`config.mk`:
```
export PLATFORM = sky130hd
export DESIGN_NAME = jt6805_quadgen
export DESIGN_NICKNAME = d
export VERILOG_FILES = /design/src/rtl/jt6805_mouse_pkg.sv /design/src/rtl/jt6805_quad_axis.sv /design/src/rtl/jt6805_quadgen.sv
export SDC_FILE = /design/constraint.sdc
export NUM_CORES = 1
export LEC_CHECK = 0
export BUFFER_PORTS_ARGS = -buffer_cell sky130_fd_sc_hd__buf_4
export CORE_AREA = 2 2 129 131
export CTS_CLUSTER_DIAMETER = 40
export CTS_CLUSTER_SIZE = 10
export DETAILED_ROUTE_END_ITERATION = 12
export DIE_AREA = 0 0 131 133
export MAX_ROUTING_LAYER = met4
export PLACE_DENSITY = 0.66
export SLEW_MARGIN = 20
export SYNTH_ARGS = -nofsm -noshare
export SYNTH_HDL_FRONTEND = slang
export SYNTH_SLANG_ARGS = --single-unit
```
`constraint.sdc`:
```
create_clock -name clk -period 7.1 [get_ports clk]
set_clock_uncertainty 0.2 [all_clocks]
set_input_delay 0.71 -clock clk [delete_from_list [all_inputs] [get_ports clk]]
set_output_delay 0.71 -clock clk [all_outputs]
set_load 0.01 [all_outputs]
```
`src/rtl/jt6805_mouse_pkg.sv`:
```
// Shared definitions for the 6805 mouse quadrature generator.
//   phase_t          : quadrature phase {a1,a2}, named after its bit pattern
//   DELTAW           : width of a per-axis delta after inversion/acceleration
//   IRQ_CW           : width of the irq stretch counter
//   phase_next/prev  : one quadrature step forward (a1 leads) / backward
//   sat_add          : add and clamp to +/-(2^(accw-1)-1)
package jt6805_mouse_pkg;

   typedef enum logic [1:0] {
      PH_00 = 2'b00,
      PH_10 = 2'b10,
      PH_11 = 2'b11,
      PH_01 = 2'b01
   } phase_t;

   // 9-bit delta doubled by acceleration spans -512..+512
   localparam int DELTAW = 11;
   localparam int IRQ_CW = 4;

   function automatic phase_t phase_next(input phase_t p);
      phase_t n;
      n = PH_00;
      case (p)
         PH_00:   n = PH_10;
         PH_10:   n = PH_11;
         PH_11:   n = PH_01;
         PH_01:   n = PH_00;
         default: n = PH_00;
      endcase
      return n;
   endfunction

   function automatic phase_t phase_prev(input phase_t p);
      phase_t n;
      n = PH_00;
      case (p)
         PH_00:   n = PH_01;
         PH_01:   n = PH_11;
         PH_11:   n = PH_10;
         PH_10:   n = PH_00;
         default: n = PH_00;
      endcase
      return n;
   endfunction

   // Symmetric clamp: the most negative code is never produced, so the
   // backward step count always equals the magnitude of the accumulator.
   function automatic int sat_add(input int acc, input int delta, input int accw);
      int lim;
      int sum;
      lim = (1 << (accw - 1)) - 1;
      sum = acc + delta;
      if (sum > lim) return lim;
      if (sum < -lim) return -lim;
      return sum;
   endfunction

endpackage

```
`src/rtl/jt6805_quad_axis.sv`:
```
// One mouse axis: signed saturating motion accumulator plus quadrature phase.
// Ports:
//   clk, rst     : system clock, synchronous active-high reset
//   i_step_tick  : one-clk step opportunity from the shared step timer
//   i_strobe     : new delta valid this clk
//   i_delta      : signed delta, already inverted/accelerated by the top
//   o_a1, o_a2   : quadrature pair, straight from the phase register
module jt6805_quad_axis
   import jt6805_mouse_pkg::*;
#(
   parameter int ACCW = 10
) (
   input  logic                     clk,
   input  logic                     rst,
   input  logic                     i_step_tick,
   input  logic                     i_strobe,
   input  logic signed [DELTAW-1:0] i_delta,
   output logic                     o_a1,
   output logic                     o_a2
);

   logic signed [ACCW-1:0] r_acc;
   phase_t                 r_phase;
   logic                   w_zero;
   logic                   w_fwd;
   logic                   w_bwd;
   int                     w_adj;
   int                     w_sat;

   assign w_zero = (r_acc == '0);
   assign w_fwd  = i_step_tick && !w_zero && !r_acc[ACCW-1];
   assign w_bwd  = i_step_tick && r_acc[ACCW-1];

   // A strobe and a step on the same clk fold into one update; the step
   // direction comes from the accumulator before this update.
   always_comb begin
      w_adj = i_strobe ? int'(i_delta) : 0;
      if (w_fwd)
         w_adj = w_adj - 1;
      else if (w_bwd)
         w_adj = w_adj + 1;
      w_sat = sat_add(int'(r_acc), w_adj, ACCW);
   end

   always_ff @(posedge clk) begin
      if (rst) begin
         r_acc   <= '0;
         r_phase <= PH_00;
      end else begin
         r_acc <= ACCW'(w_sat);
         if (w_fwd)
            r_phase <= phase_next(r_phase);
         else if (w_bwd)
            r_phase <= phase_prev(r_phase);
      end
   end

   assign {o_a1, o_a2} = r_phase;

endmodule

```
`src/rtl/jt6805_quadgen.sv`:
```
// Mouse motion to quadrature converter feeding the 6805 mouse MCU.
// Relative-motion packets are accumulated per axis and replayed as
// quadrature steps at a fixed rate, with a button level and an irq pulse.
// Ports:
//   clk, rst        : system clock, synchronous active-high reset
//   cen             : clock enable shared with the MCU (step timer, irq length)
//   strobe          : one-clk pulse, dx/dy/btn valid (honoured regardless of cen)
//   dx, dy          : signed 9-bit motion deltas
//   btn             : left button, 1 = pressed
//   x1, x2, y1, y2  : quadrature pairs
//   btn_n           : registered button, active low
//   irq             : IRQW-cen-tick pulse on every x1 or y1 rising edge
// Build option: define MOUSE_ACCEL_EN to double deltas with |d| >= ACC_THR.
module jt6805_quadgen
   import jt6805_mouse_pkg::*;
#(
   parameter int ACCW     = 10,
   parameter int STEPW    = 12,
   parameter int STEP_PER = 400,
   parameter int IRQW     = 4,
   parameter int YINV     = 1,
   parameter int ACC_THR  = 8
) (
   input  logic              clk,
   input  logic              rst,
   input  logic              cen,
   input  logic              strobe,
   input  logic signed [8:0] dx,
   input  logic signed [8:0] dy,
   input  logic              btn,
   output logic              x1,
   output logic              x2,
   output logic              y1,
   output logic              y2,
   output logic              btn_n,
   output logic              irq
);

`ifdef MOUSE_ACCEL_EN
   localparam bit ACCEL_EN = 1'b1;
`else
   localparam bit ACCEL_EN = 1'b0;
`endif

   localparam logic [STEPW-1:0]  STEP_LAST = STEPW'(STEP_PER - 1);
   localparam logic [IRQ_CW-1:0] IRQ_LOAD  = IRQ_CW'(IRQW);

   logic [STEPW-1:0]         r_step_cnt;
   logic                     w_step_tick;
   logic [IRQ_CW-1:0]        r_irq_cnt;
   logic                     r_x1_d;
   logic                     r_y1_d;
   logic                     r_btn_n;
   logic                     w_rise;
   logic signed [DELTAW-1:0] w_dx_e;
   logic signed [DELTAW-1:0] w_dy_e;
   logic signed [DELTAW-1:0] w_dx_s;
   logic signed [DELTAW-1:0] w_dy_s;

   function automatic logic signed [DELTAW-1:0] accel(input logic signed [DELTAW-1:0] d);
      logic signed [DELTAW-1:0] mag;
      mag = d[DELTAW-1] ? -d : d;
      if (ACCEL_EN && (int'(mag) >= ACC_THR))
         return d <<< 1;
      return d;
   endfunction

   // Widen before negating so dy = -256 inverts to +256 without overflow.
   assign w_dx_e = DELTAW'(dx);
   assign w_dy_e = (YINV != 0) ? -DELTAW'(dy) : DELTAW'(dy);
   assign w_dx_s = accel(w_dx_e);
   assign w_dy_s = accel(w_dy_e);

   assign w_step_tick = cen && (r_step_cnt == STEP_LAST);

   always_ff @(posedge clk) begin
      if (rst)
         r_step_cnt <= '0;
      else if (cen)
         r_step_cnt <= w_step_tick ? '0 : r_step_cnt + 1'b1;
   end

   jt6805_quad_axis #(.ACCW(ACCW)) u_axis_x (
      .clk         (clk),
      .rst         (rst),
      .i_step_tick (w_step_tick),
      .i_strobe    (strobe),
      .i_delta     (w_dx_s),
      .o_a1        (x1),
      .o_a2        (x2)
   );

   jt6805_quad_axis #(.ACCW(ACCW)) u_axis_y (
      .clk         (clk),
      .rst         (rst),
      .i_step_tick (w_step_tick),
      .i_strobe    (strobe),
      .i_delta     (w_dy_s),
      .o_a1        (y1),
      .o_a2        (y2)
   );

   assign w_rise = (x1 && !r_x1_d) || (y1 && !r_y1_d);

   // A rising edge reloads even while counting, so back-to-back edges
   // stretch the pulse instead of leaving a gap.
   always_ff @(posedge clk) begin
      if (rst) begin
         r_x1_d    <= 1'b0;
         r_y1_d    <= 1'b0;
         r_irq_cnt <= '0;
         r_btn_n   <= 1'b1;
      end else begin
         r_x1_d <= x1;
         r_y1_d <= y1;
         if (w_rise)
            r_irq_cnt <= IRQ_LOAD;
         else if (cen && (r_irq_cnt != '0))
            r_irq_cnt <= r_irq_cnt - 1'b1;
         if (strobe)
            r_btn_n <= ~btn;
      end
   end

   assign btn_n = r_btn_n;
   assign irq   = (r_irq_cnt != '0);

endmodule
```
==> results.txt <==
The number of antenna diodes in the final layout is 0. The total track usage came out at 0.283. The flow ran to the end, and the final reports show no timing, DRC or antenna violations. The worst hold margin is 295 ps. Clock tree synthesis selected as its root buffer the cell sky130_fd_sc_hd__clkbuf_16.

Summing every instance area after synthesis gives 7920 um2. The share of the clock period used by the worst path after layout is 0.884. The largest fanout of any net on the critical path came out at 7. Measured on the finished design, the core utilization comes to 0.521.

The total of warnings raised by yosys is 0. In the routed design, unresolved DRC markers number 0. The maximum level of the CTS H-tree came out at 2.

The final estimated routing congestion in global placement is 0.955. The flip-flop and latch count after synthesis came out at 43. The slowest stage of the critical path is the sky130_fd_sc_hd__or4_4 cell. The combined area of the multi-input logic cells is 6700 um2. The count of hold-fix buffers inserted at cts came out at 0.

The path type of the worst setup path is primary input to register. The flip-flop cell with the highest count after synthesis is sky130_fd_sc_hd__dfxtp_1. The internal power of the cells totals 0.947 mW. At the pin with the least slew margin, the transition time is 821 ps.

The TritonCTS clock tree is done. The via count of the first global-routing pass is 7789. The total count of max-transition violations in the final report came out at 0. The tool flagged a number of max-cap violations equal to 0. From bottom edge to top edge, the die measures 133 um. The relative area change from synthesis to final layout came out at 6.35%. The number of clock sinks seen by CTS is 43. The number of endpoints with negative hold slack in the final report came out at 0. The post-synthesis net count came out at 1249. The region available for standard cell placement spans 16200 um2.

The detailed placer's ending HPWL is 19300 um. The number of distinct library cells after synthesis came out at 82. The final routed wire length divided by cell count is 17.9 um. The cell count after synthesis is 1132. The die is 131 um wide.

The top cell types in the final layout, fill and taps aside, are sky130_fd_sc_hd__nand2_1 (118), sky130_fd_sc_hd__a21oi_1 (103), sky130_fd_sc_hd__nor2_1 (96), sky130_fd_sc_hd__ha_1 (92), sky130_fd_sc_hd__nand3_1 (46). Summed over all layers, the global routing overflow is 0. For this run, the post-layout net count is 1244.

The number of failing setup endpoints in the final timing report is 0. The number of placed I/O pins is 29. In this run, synthesis inferred 0 flip-flops with an integrated enable. The die outline area is 17400 um2. The analysis attributes to net switching a power of 1.01 mW.

Counting the buffers created by CTS gives 5. The remaining number of nets flagged by the antenna check after routing is 0. For the worst setup path, the data required time is 7050 ps. Walking the worst path, the cells encountered are buf_4 > nor3_1 > xnor2_1 > nand2_1 > nor2_1 > nand3_1 > nor4_1 > buf_4 > nand3_1 > ha_1 > o211ai_1 > o21a_1 > ha_1 > a21oi_1 > o221ai_2 > or2_1 > o311a_4 > or4_4 > nor3_2 > nand4_2 > nor3_2 > a22oi_1.

The register cell area after layout is 861 um2. The total negative slack for setup checks came out at 0 ps. The most common cell after layout, fill and taps aside is sky130_fd_sc_hd__nand2_1. The number of post-CTS setup repair buffers came out at 0. The later-pin clock latency in the skew report came out at 290 ps. The count of filler cells inserted in the layout came out at 1591. The number of vias in the routed layout is 8654. The worst slew margin relative to its limit is 0.448. The total power per unit cell area is 232 nW/um2. The clock-pin slew on the worst setup and hold paths is 60 ps. The synthesized area per cell came out at 7.00 um2. The longest individual stage delay on the worst path is 510 ps. The first global-routing pass estimated 39000 um of wire.

The critical path endpoint category is a register. The worst setup path is launched from a primary input. The final non-filler cell total is 1348. For this design the static power due to leakage is 3.40 nW. The number of buffers inserted by port buffering is 28. The sequential share of power came out at 0.167. The number of antenna violations at the first check in global routing came out at 0. The async set or reset register ratio after synthesis is 0. The floorplan has 47 rows. The peak clock frequency supported by timing is 0.159 GHz. The placed instance count is 1340.

The number of buffers on the longest clock path is 2. Entering global routing, the biggest net connects 37 pins. The share of post-route cells with drive strength above 1 is 0.0683. The switching share of total power is 0.516.

The sequential fraction of the synthesis area is 0.109. Setup repair after global routing left no endpoint under its margin. The combinational cell fraction of total power came out at 0.717. The clock share of power came out at 0.116.

VDD sags by at most 0.000147 V. The starting utilization of the core area came out at 0.490. After clock tree synthesis, the repair step resized 0 gates. The starting DRC count in detailed routing is 651. The data arrival time of the critical path came out at 6230 ps.

The path class of the tightest hold or removal check is register to register. For this block, the routed nets add up to 24200 um of wire. The number of vias per cell after detailed routing is 6.42. The first TritonRoute pass finished after 5 iterations. The shortest period the worst path allows is 6280 ps.
-- sequential cells by signal, indices dropped and copies added (netlist names) --
| signal | cells |
|---|---|
| btn_n | 1 |
| r_irq_cnt | 4 |
| r_step_cnt | 12 |
| r_x1_d | 1 |
| r_y1_d | 1 |
| u_axis_x.r_acc | 10 |
| u_axis_x.r_phase | 2 |
| u_axis_y.r_acc | 10 |
| u_axis_y.r_phase | 2 |
-- power groups by stage --
| stage | registers (mW) | logic, mW | clock network (mW) |
|---|---|---|---|
| after CTS | 0.326 | 1.38 | 0.230 |
| after global placement | 0.332 | 1.37 | 0 |
| after detailed placement | 0.331 | 1.37 | 0 |
| after global routing | 0.331 | 1.54 | 0.241 |
| after floorplan | 0.331 | 1.05 | 0 |
| final | 0.326 | 1.40 | 0.228 |
-- per-layer routing --
metal  track usage  vias to the layer above  share of wire
li1              -                     4275              -
met1         0.356                     4026           0.43
met2         0.463                      294           0.48
met3        0.0235                       59          0.044
met4         0.114                        0          0.041
met5             -                        -              0
-- path summary, 6_finish.rpt --
kind | start | endpoint | slack [ps] | cells past startpoint
max | dy[0] | u_axis_y.r_acc[7] | 820 | 22
min | r_step_cnt[1] | r_step_cnt[1] | 300 | 2
max reg2reg | r_step_cnt[9] | u_axis_x.r_acc[8] | 860 | 21
min reg2reg | r_step_cnt[1] | r_step_cnt[1] | 300 | 2
-- critical path: cells and delay by family --
kind | cells | cell delay [ps]
and+or+nand+nor | 11 | 2910
buffers and inverters | 2 | 340
xor gates and xnor gates | 1 | 190
adders and majority gates | 2 | 630
AOI/OAI and AO/OA | 6 | 1430
-- cell type report --
class	instances	area share
Multi-Input combinational cell	1002	0.795
Sequential cell	43	0.102
Timing Repair Buffer	43	0.0383
Tap cell	220	0.0327
Clock buffer	5	0.0148
Inverter	32	0.0143
Clock inverter	3	0.00238
-- Yosys cell counts, types with 9 or more instances --
cell,instances,area share
sky130_fd_sc_hd__o21a_1,28,0.027
sky130_fd_sc_hd__xor2_1,34,0.038
sky130_fd_sc_hd__or3_1,15,0.012
sky130_fd_sc_hd__a211oi_1,25,0.024
sky130_fd_sc_hd__nand3_1,46,0.029
sky130_fd_sc_hd__nand2_1,118,0.056
sky130_fd_sc_hd__nor4_1,21,0.017
sky130_fd_sc_hd__ha_1,92,0.15
sky130_fd_sc_hd__dfxtp_1,43,0.11
sky130_fd_sc_hd__nand4_1,32,0.025
sky130_fd_sc_hd__a22oi_1,9,0.0085
sky130_fd_sc_hd__or4_1,10,0.0095
sky130_fd_sc_hd__o211ai_1,19,0.018
sky130_fd_sc_hd__inv_1,32,0.015
sky130_fd_sc_hd__clkbuf_1,39,0.018
sky130_fd_sc_hd__a21o_1,22,0.021
sky130_fd_sc_hd__and3_1,30,0.024
sky130_fd_sc_hd__nand2b_1,10,0.0079
sky130_fd_sc_hd__o21ai_0,39,0.025
sky130_fd_sc_hd__a21oi_1,103,0.065
sky130_fd_sc_hd__nor2_1,96,0.045
sky130_fd_sc_hd__o21ai_1,20,0.013
sky130_fd_sc_hd__nor3_1,30,0.019
sky130_fd_sc_hd__a31oi_1,15,0.012
sky130_fd_sc_hd__and2_1,16,0.013
sky130_fd_sc_hd__xnor2_1,37,0.041
-- logic make-up (layout without fill, tap and decap cells) --
group | after synthesis | after routing | synth area share
compound gates | 359 | 359 | 0.303
xor+xnor | 71 | 71 | 0.0785
fa+ha+maj | 94 | 94 | 0.150
buf+inv | 87 | 83 | 0.0455
flops | 43 | 43 | 0.109
mux | 6 | 6 | 0.00790
simple gates | 472 | 472 | 0.306
-- through the flow --
step           total power [mW]  instance area, um2  setup slack (ps)
2_1_floorplan              1.38                7920              1080
3_3_place_gp               1.70                8280               753
3_5_place_dp               1.70                8280               658
4_1_cts                    1.94                8430               925
5_1_grt                    2.12                8430               359
6_report                   1.96                8430               821
Power figures use the tool's default switching activity.
